File: src/rtl/iir_sample_feeder_if.sv
// iir_sample_feeder_if: input-RAM read port plus the valid/ready sample
// stream toward the SOS pipeline. The feeder is the master of both.
interface iir_sample_feeder_if;
    logic        rd_en;
    logic [10:0] rd_addr;
    logic [15:0] rd_data;
    logic [15:0] data_out;
    logic        data_valid;
    logic        ready;

    modport master (
        output rd_en,
        output rd_addr,
        input  rd_data,
        output data_out,
        output data_valid,
        input  ready
    );

    modport slave (
        input  rd_en,
        input  rd_addr,
        output rd_data,
        input  data_out,
        input  data_valid,
        output ready
    );
endinterface

File: src/rtl/iir_sample_feeder.sv
// iir_sample_feeder: reads LAST_ADDR+1 samples from a synchronous input RAM
// (one-cycle read latency) and presents them to the SOS pipeline through a
// 2-entry FIFO with a valid/ready handshake. Reads are throttled so that
// queued plus in-flight samples never exceed the FIFO depth.
module iir_sample_feeder #(
    parameter logic [10:0] LAST_ADDR = 11'd2047
) (
    input  logic                clk,
    input  logic                rst_n,
    input  logic                start,
    input  logic                abort,
    input  logic                pipeline_en,
    output logic                busy,
    output logic                done,
    output logic [11:0]         sample_count,
    iir_sample_feeder_if.master bus
);
    typedef enum logic [1:0] {
        IDLE  = 2'd0,
        FETCH = 2'd1,
        DRAIN = 2'd2,
        DONE  = 2'd3
    } state_t;

    // Count value just before the final transfer of a run (N-1).
    localparam logic [11:0] LAST_COUNT = {1'b0, LAST_ADDR};

    state_t      state_q, state_d;
    logic [10:0] rd_addr_q, rd_addr_d;
    logic [11:0] count_q, count_d;
    logic        busy_q, done_q;

    logic [15:0] fifo_q [2];
    logic        wr_ptr_q, rd_ptr_q;
    logic [1:0]  occ_q;
    logic        inflight_q;

    logic        valid_s, xfer_s, rd_en_s;
    logic [1:0]  pending_s;

    // Handshake decode and read-issue gating against FIFO room.
    always_comb begin
        valid_s   = (occ_q != 2'd0);
        xfer_s    = valid_s & bus.ready;
        pending_s = occ_q + {1'b0, inflight_q} - {1'b0, xfer_s};
        if ((state_q == FETCH) && pipeline_en && (pending_s < 2'd2)) begin
            rd_en_s = 1'b1;
        end else begin
            rd_en_s = 1'b0;
        end
    end

    // Next-state, read-address and transfer-count computation.
    always_comb begin
        state_d   = state_q;
        rd_addr_d = rd_addr_q;
        count_d   = count_q;
        if (abort) begin
            state_d = IDLE;
        end else begin
            case (state_q)
                IDLE: begin
                    if (start) begin
                        state_d   = FETCH;
                        rd_addr_d = 11'd0;
                        count_d   = 12'd0;
                    end else begin
                        state_d = IDLE;
                    end
                end
                FETCH: begin
                    if (rd_en_s && (rd_addr_q == LAST_ADDR)) begin
                        state_d = DRAIN;
                    end else if (rd_en_s) begin
                        rd_addr_d = rd_addr_q + 11'd1;
                    end else begin
                        rd_addr_d = rd_addr_q;
                    end
                    if (xfer_s) begin
                        count_d = count_q + 12'd1;
                    end else begin
                        count_d = count_q;
                    end
                end
                DRAIN: begin
                    if (xfer_s) begin
                        count_d = count_q + 12'd1;
                        if (count_q == LAST_COUNT) begin
                            state_d = DONE;
                        end else begin
                            state_d = DRAIN;
                        end
                    end else begin
                        count_d = count_q;
                    end
                end
                DONE:    state_d = IDLE;
                default: state_d = IDLE;
            endcase
        end
    end

    // Control FSM with registered busy/done status.
    always_ff @(posedge clk or negedge rst_n) begin
        if (!rst_n) begin
            state_q   <= IDLE;
            rd_addr_q <= 11'd0;
            count_q   <= 12'd0;
            busy_q    <= 1'b0;
            done_q    <= 1'b0;
        end else begin
            state_q   <= state_d;
            rd_addr_q <= rd_addr_d;
            count_q   <= count_d;
            busy_q    <= (state_d == FETCH) || (state_d == DRAIN);
            done_q    <= (state_d == DONE);
        end
    end

    // Sample FIFO: capture RAM data the cycle after a read, pop on transfer;
    // abort flushes queued entries and drops the outstanding read.
    always_ff @(posedge clk or negedge rst_n) begin
        if (!rst_n) begin
            fifo_q[0]  <= 16'd0;
            fifo_q[1]  <= 16'd0;
            wr_ptr_q   <= 1'b0;
            rd_ptr_q   <= 1'b0;
            occ_q      <= 2'd0;
            inflight_q <= 1'b0;
        end else if (abort) begin
            wr_ptr_q   <= 1'b0;
            rd_ptr_q   <= 1'b0;
            occ_q      <= 2'd0;
            inflight_q <= 1'b0;
        end else begin
            inflight_q <= rd_en_s;
            if (inflight_q) begin
                fifo_q[wr_ptr_q] <= bus.rd_data;
                wr_ptr_q         <= ~wr_ptr_q;
            end else begin
                wr_ptr_q <= wr_ptr_q;
            end
            if (xfer_s) begin
                rd_ptr_q <= ~rd_ptr_q;
            end else begin
                rd_ptr_q <= rd_ptr_q;
            end
            occ_q <= occ_q + {1'b0, inflight_q} - {1'b0, xfer_s};
        end
    end

    assign bus.rd_en      = rd_en_s;
    assign bus.rd_addr    = rd_addr_q;
    assign bus.data_out   = fifo_q[rd_ptr_q];
    assign bus.data_valid = valid_s;
    assign busy           = busy_q;
    assign done           = done_q;
    assign sample_count   = count_q;
endmodule

File: src/flat_wrapper.sv
// flat-port wrapper written by rule: the top's interface ports become plain ports
module iir_sample_feeder_flat 
#(
    parameter logic [10:0] LAST_ADDR = 11'd2047
)
  (clk, rst_n, start, abort, pipeline_en, busy, done, sample_count, bus_rd_en, bus_rd_addr, bus_rd_data, bus_data_out, bus_data_valid, bus_ready);
  iir_sample_feeder_if bus_i ();
  input  logic clk;
  input  logic rst_n;
  input  logic start;
  input  logic abort;
  input  logic pipeline_en;
  output logic busy;
  output logic done;
  output logic [11:0] sample_count;
  output wire logic [$bits(bus_i.rd_en)-1:0] bus_rd_en;
  output wire logic [$bits(bus_i.rd_addr)-1:0] bus_rd_addr;
  input wire logic [$bits(bus_i.rd_data)-1:0] bus_rd_data;
  output wire logic [$bits(bus_i.data_out)-1:0] bus_data_out;
  output wire logic [$bits(bus_i.data_valid)-1:0] bus_data_valid;
  input wire logic [$bits(bus_i.ready)-1:0] bus_ready;
  assign bus_rd_en = bus_i.rd_en;
  assign bus_rd_addr = bus_i.rd_addr;
  assign bus_i.rd_data = bus_rd_data;
  assign bus_data_out = bus_i.data_out;
  assign bus_data_valid = bus_i.data_valid;
  assign bus_i.ready = bus_ready;
  iir_sample_feeder #(.LAST_ADDR(LAST_ADDR)) u_core (.clk(clk), .rst_n(rst_n), .start(start), .abort(abort), .pipeline_en(pipeline_en), .busy(busy), .done(done), .sample_count(sample_count), .bus(bus_i));
endmodule
File: config.mk
export PLATFORM = sky130hd
export DESIGN_NAME = iir_sample_feeder_flat
export DESIGN_NICKNAME = d
export VERILOG_FILES = /design/src/rtl/iir_sample_feeder_if.sv /design/src/rtl/iir_sample_feeder.sv /design/src/flat_wrapper.sv
export SDC_FILE = /design/constraint.sdc
export NUM_CORES = 1
export LEC_CHECK = 0
export ABC_CLOCK_PERIOD_IN_PS = 3440
export CAP_MARGIN = 20
export CORE_UTILIZATION = 51
export CTS_CLUSTER_DIAMETER = 40
export DETAILED_ROUTE_END_ITERATION = 7
export GPL_ROUTABILITY_DRIVEN = 0
export GPL_TIMING_DRIVEN = 0
export PLACE_DENSITY_LB_ADDON = 0.1
export SLEW_MARGIN = 20
export SYNTH_ARGS = -nofsm -noshare
export SYNTH_HDL_FRONTEND = slang
export SYNTH_SLANG_ARGS = --single-unit
File: constraint.sdc
create_clock -name clk -period 3.44 [get_ports clk]
set_input_delay 0.688 -clock clk [delete_from_list [all_inputs] [get_ports clk]]
set_output_delay 0.688 -clock clk [all_outputs]
set_load 0.03 [all_outputs]
### Word level (Yosys, flattened, before mapping)

Cells that the tools add are included.

* flip-flop bits (word level): 64
* input bits: 22
* output and inout bits: 43

* $add $sub $neg: 4
* $lt $le $gt $ge: 4
* eq/ne operators: 12
* multiplexer cells: 26
* bitwise operators: 6
* reduce and logical (&&, ||, !) cells: 15

Operators by type and width (number)
* $mux 16: 4
* $mux 11: 3
* $bwmux 32: 1
* $mux 12: 2
* $pmux 12 s2: 1
* $pmux 11 s2: 1
* $demux 16 s1: 1
* $add 12x1->12 const B: 1
* $eq 12x11->1 const B: 1
* $add 11x1->11 const B: 1
* $eq 11x11->1 const B: 1
* $reduce_bool 2->1: 5
* $eq 2x2->1 const B: 4
* $mux 1: 8
* $mux 2: 4
* $pmux 2 s4: 1
* $reduce_and 5->1: 1
* $eq 2x1->1 const B: 2
* $ge 2x2->1 const B: 2
* $logic_and 1x1->1: 4
* $ne 2x1->1 const B: 2
* $ne 2x2->1 const B: 2
* $not 1->2: 2
* $reduce_and 4->1: 1
* other kinds (10): 12

### Depth between registers and ports, before layout

* word-level depth: 12
* mapped depth: 10
* depth with buffers taken out: 9

### Worst setup path after synthesis

OpenSTA, ideal clock, no wires.

* path type: input port to flip-flop
* start point: in bus_ready
* end point: reg u_core.busy_q, in the netlist u_core.busy
* arrival: 2.638 ns
* slack: 0.677 ns
* stages: 10
* path buffers: 1
* cell sequence: nand2_1 > mux2i_1 > ha_1 > and3_1 > nand3_1 > a2111oi_4 > buf_2 > o21ai_0 > a211oi_1 > ha_1

* word-level cells in the longest chain between the ends: 11

RTL lines
* start, declared: RTL line flat_wrapper.sv:21 `input wire logic [$bits(bus_i.ready)-1:0] bus_ready;`
* $and 1x1->1 (*): RTL line iir_sample_feeder.sv:44 `xfer_s = valid_s & bus.ready;`
* $sub 2x1->2: RTL line iir_sample_feeder.sv:45 `pending_s = occ_q + {1'b0, inflight_q} - {1'b0, xfer_s};`
* $lt 2x2->1: RTL line iir_sample_feeder.sv:46 `if ((state_q == FETCH) && pipeline_en && (pending_s < 2'd2)) begin`
* $logic_and 1x1->1: RTL line iir_sample_feeder.sv:46
* $mux 1: RTL line iir_sample_feeder.sv:46
* $logic_and 1x1->1: RTL line iir_sample_feeder.sv:72 `if (rd_en_s && (rd_addr_q == LAST_ADDR)) begin`
* $mux 2: RTL line iir_sample_feeder.sv:72
* $pmux 2 s4 (*): RTL line iir_sample_feeder.sv:61 `case (state_q)`
* $mux 2 (*): RTL line iir_sample_feeder.sv:58 `if (abort) begin`
* via u_core.state_d[1]: RTL line iir_sample_feeder.sv:28 `state_t state_q, state_d;`
* $eq 2x1->1 / $eq 2x2->1 (equally long branches): RTL line iir_sample_feeder.sv:115 `busy_q <= (state_d == FETCH) || (state_d == DRAIN);`
* $logic_or 1x1->1 (*): RTL line iir_sample_feeder.sv:115
* end signal, assigned: RTL line iir_sample_feeder.sv:115
* end, declared: RTL line iir_sample_feeder.sv:31 `logic busy_q, done_q;`

Mark *: on every way through the listed nets, which the timed path passes. The rest lies on a longest branch.
A chain may end at the register's enable or synchronous reset.

### Final worst setup path

* start point: reg u_core.rd_ptr_q
* end point: out bus_data_out[8]

* word-level cells in the longest chain between the ends: 4

RTL lines
* start, declared: RTL line iir_sample_feeder.sv:34 `logic wr_ptr_q, rd_ptr_q;`
* start signal, assigned: RTL line iir_sample_feeder.sv:144 `rd_ptr_q <= ~rd_ptr_q;`
* start signal, assigned: RTL line iir_sample_feeder.sv:146 `rd_ptr_q <= rd_ptr_q;`
* $not 1->2 (implied by the code): RTL line iir_sample_feeder.sv:154 `assign bus.data_out = fifo_q[rd_ptr_q];`
* $mux 16 (implied by the code) (3 in a row): RTL line iir_sample_feeder.sv:154
* end, declared: RTL line flat_wrapper.sv:19 `output wire logic [$bits(bus_i.data_out)-1:0] bus_data_out;`

No other way between the ends. The select of a mux whose other input is x is not followed.

==> key figures <==
Outcome
  – Status: complete, no violations

Global route
  – Overflow after GRT: 0
  – Initial antenna violation count: 0
  – Vias in the first global route: 2314
  – Largest net degree at the start of global routing: 50
  – First-pass GRT wire length: 10.8 mm
  – Overall routing resource usage: 0.216

Synth
  – FF+latch count, synth: 64
  – Post-Synth Adder-Cell Area: 0.0311
  – Most numerous cell in the Yosys netlist: dfrtp_1
  – Yosys cell types: 45
  – Xor and xnor fraction of the mapped netlist area: 0.0272
  – Compound-Gate Fraction of Synth Area: 0.0867
  – Main combinational cell family by area after synthesis: multiplexers
  – Syn_nets: 311
  – Post-synth EDFFs: 0
  – Fraction of the mapped netlist area in simple logic gates: 0.154
  – Syn avg cell area: 11.5 um^2
  – Synth Cell Area: 3220 um^2
  – Post-synthesis async set-or-reset flop share: 1.00
  – Synth Flop Type: dfrtp_1
  – Top post-synthesis cells by count: dfrtp_1 (64), mux2_2 (50), nor2_1 (24)
  – Yosys warnings: 0
  – Mux contribution to synthesized area: 0.181
  – Mapped Cells: 281
  – Post-synthesis sequential area ratio: 0.498
  – Cell taking the most area after synthesis: dfrtp_1
  – Synth area leaders: dfrtp_1 (50%), mux2_2 (17%), ha_1 (3.1%)
  – Synth top area share: 0.498

CTS
  – CTS Buf Count: 9
  – Latest clock arrival within the worst-skew pair: 340 ps
  – Clk slew on worst S/H paths: 80 ps
  – H-tree depth: 3
  – Clock sink count: 64
  – CTS tree: done
  – Clock Path Buffers: 2
  – Clock root cell: clkbuf_8

Worst setup path
  – Critical Path Source Type: register
  – Slowest CP cell: clkdlybuf4s50_1
  – Largest fanout on the critical path: 10
  – FF-to-FF End: u_core.busy
  – CP startpoint: u_core.rd_ptr_q
  – Flop2flop setup slack: 690 ps
  – Setup crit end kind: output pin
  – Setup crit end: bus_data_out[8]
  – Required time of the critical path: 2750 ps
  – Crit path kind: reg2out
  – Crit-path max cell delay: 590 ps
  – Crit path cell chain: clkbuf_1, clkbuf_1, mux2_2, clkdlybuf4s50_1
  – Worst path most repeated cell: clkbuf_1
  – CP arrival: 2550 ps
  – Worst R2R Start: u_core.occ_q[1]
  – Worst reg-to-reg path cell count: 10

Drt
  – Routed length per instance: 14.4 um
  – DR vias/cell: 5.42
  – Via Count: 2369
  – Final wirelength: 6.30 mm
  – DRT iter0 DRCs: 80
  – DR DRC count: 0
  – First drt pass iteration count: 4
  – Routed Antenna Nets: 0

Pwr
  – Power share of the combinational group: 0.275
  – Clock power frac: 0.281
  – NetSw: 0.000638 W
  – P_int: 0.00139 W
  – Seq pwr share: 0.444
  – Leak pwr: 1.81 nW
  – Pwr Density: 485 nW/um^2
  – VDD IR max: 0.361 mV
  – Sw Share: 0.315

STA
  – PnR worst setup slack: 198 ps
  – Slew @ Worst Pin: 689 ps
  – Max Clk Rate: 308 MHz
  – Hold Vio Cnt, Final: 0
  – Setup Skew: 10.1 ps
  – Final Setup Violations: 0
  – Final period utilization: 0.942
  – RSZ-0062 raised after global routing: no
  – Slew Limit Headroom: 0.540
  – Min Tclk post-route: 3240 ps
  – Pins Over Slew Limit: 0

Final layout
  – Share of post-route cells with drive strength above 1: 0.235
  – Area Overhead vs Synth: 29.6%
  – Nets: 388
  – Post-layout util: 0.696
  – Antenna diode count: 0
  – Finished Layout Cells: 437

Floorplan
  – Site Rows: 28
  – Initial core utilization: 0.537
  – Die height: 81.4 um
  – Core area: 5990 um^2
  – Die ar.: 6630 um^2
  – Ports: 65
  – Die width: 81.4 um

Flow run
  – Max_cap viols: 0

Place
  – Placed Cells: 421
  – Post-DP HPWL: 4.44 mm
  – Dpl ws: -399 ps
  – Port bufs: 64

Worst hold path
  – Min-Delay Path Class: in2async
-- state kept, by name, indices dropped and copies added, names as in the netlist, 2 cells and up --
name / cells
u_core.state_q: 2
u_core.bus.rd_addr: 11
u_core.fifo_q: 32
u_core.occ_q: 2
u_core.sample_count: 12
-- critical path: cells and delay by family, from the launching register on --
family,cells,cell delay (ps)
muxes,1,410
buffers and inverters,3,1490
DFF,1,320
-- power groups by stage --
stage          clock (W)  sequential (W)  combinational [W]
6_report        0.000569        0.000899           0.000555
4_1_cts         0.000588        0.000900           0.000562
5_1_grt         0.000620        0.000915           0.000595
3_3_place_gp           0        0.000909           0.000550
3_5_place_dp           0        0.000914           0.000560
2_1_floorplan          0        0.000936           0.000305
-- metal layers --
layer  track usage  vias to the layer above  part of all wire
met2         0.333                       53              0.47
met5             0                        -                 0
li1              -                     1172                 -
met4         0.102                        0             0.014
met3        0.0356                        8             0.041
met1         0.296                     1136              0.48
-- what timing repair did --
item	in CTS	in global routing
setup buffers	0	1
resized for setup	4	3
endpoints found under the setup margin	1	2
hold buffers	0	0
endpoints found under the hold margin	0	0
pin swaps	0	1
-- how the worst min path moves through the flow --
stage | to | slack (ps) | depth (start not counted)
after global routing | u_core.sample_count[7] | 210 | 1
final | u_core.sample_count[7] | 210 | 1
after global placement | u_core.fifo_q[3] | 480 | 1
after detailed placement | u_core.fifo_q[7] | 490 | 1
after CTS | u_core.sample_count[7] | 200 | 1
after floorplan | u_core.bus.rd_addr[0] | 390 | 0
-- cell usage in the layout, fill, tap and decap left out, types with 9 or more instances in the layout --
cell type        count
dfrtp_1             64
clkdlybuf4s50_1     61
mux2_2              50
nor2_1              24
nand2_1             17
nand3_1             14
clkbuf_8            10
nand4_1              9
xor2_1               9
-- per-stage QoR --
stage	power, W	cell area (um^2)	hold slack (ps)	TNS, ps
3_5_place_dp	0.00147	3980	491	-753
2_1_floorplan	0.00124	3220	392	0
3_3_place_gp	0.00146	3950	482	-28220
5_1_grt	0.00213	4170	207	0
6_report	0.00202	4170	207	0
4_1_cts	0.00205	4150	201	0
-- cell type report --
type,count,area [um^2]
inverters,7,26.3
flip-flops and latches,64,1600
clock inverters,5,33.8
well taps,75,93.8
fillers,468,1820
plain buffers,10,48.8
repair buffers,66,677
clock buffers,10,138
multi-input cells,200,1550
-- logic make-up (layout without fill, tap and decap cells) --
kind of cell | after synthesis | in the layout
compound gates | 35 | 35
xor+xnor | 10 | 10
fa+ha+maj | 8 | 8
buf+inv | 17 | 98
flops | 64 | 64
mux | 52 | 52
simple gates | 95 | 95
(Power assumes the default switching activity.)
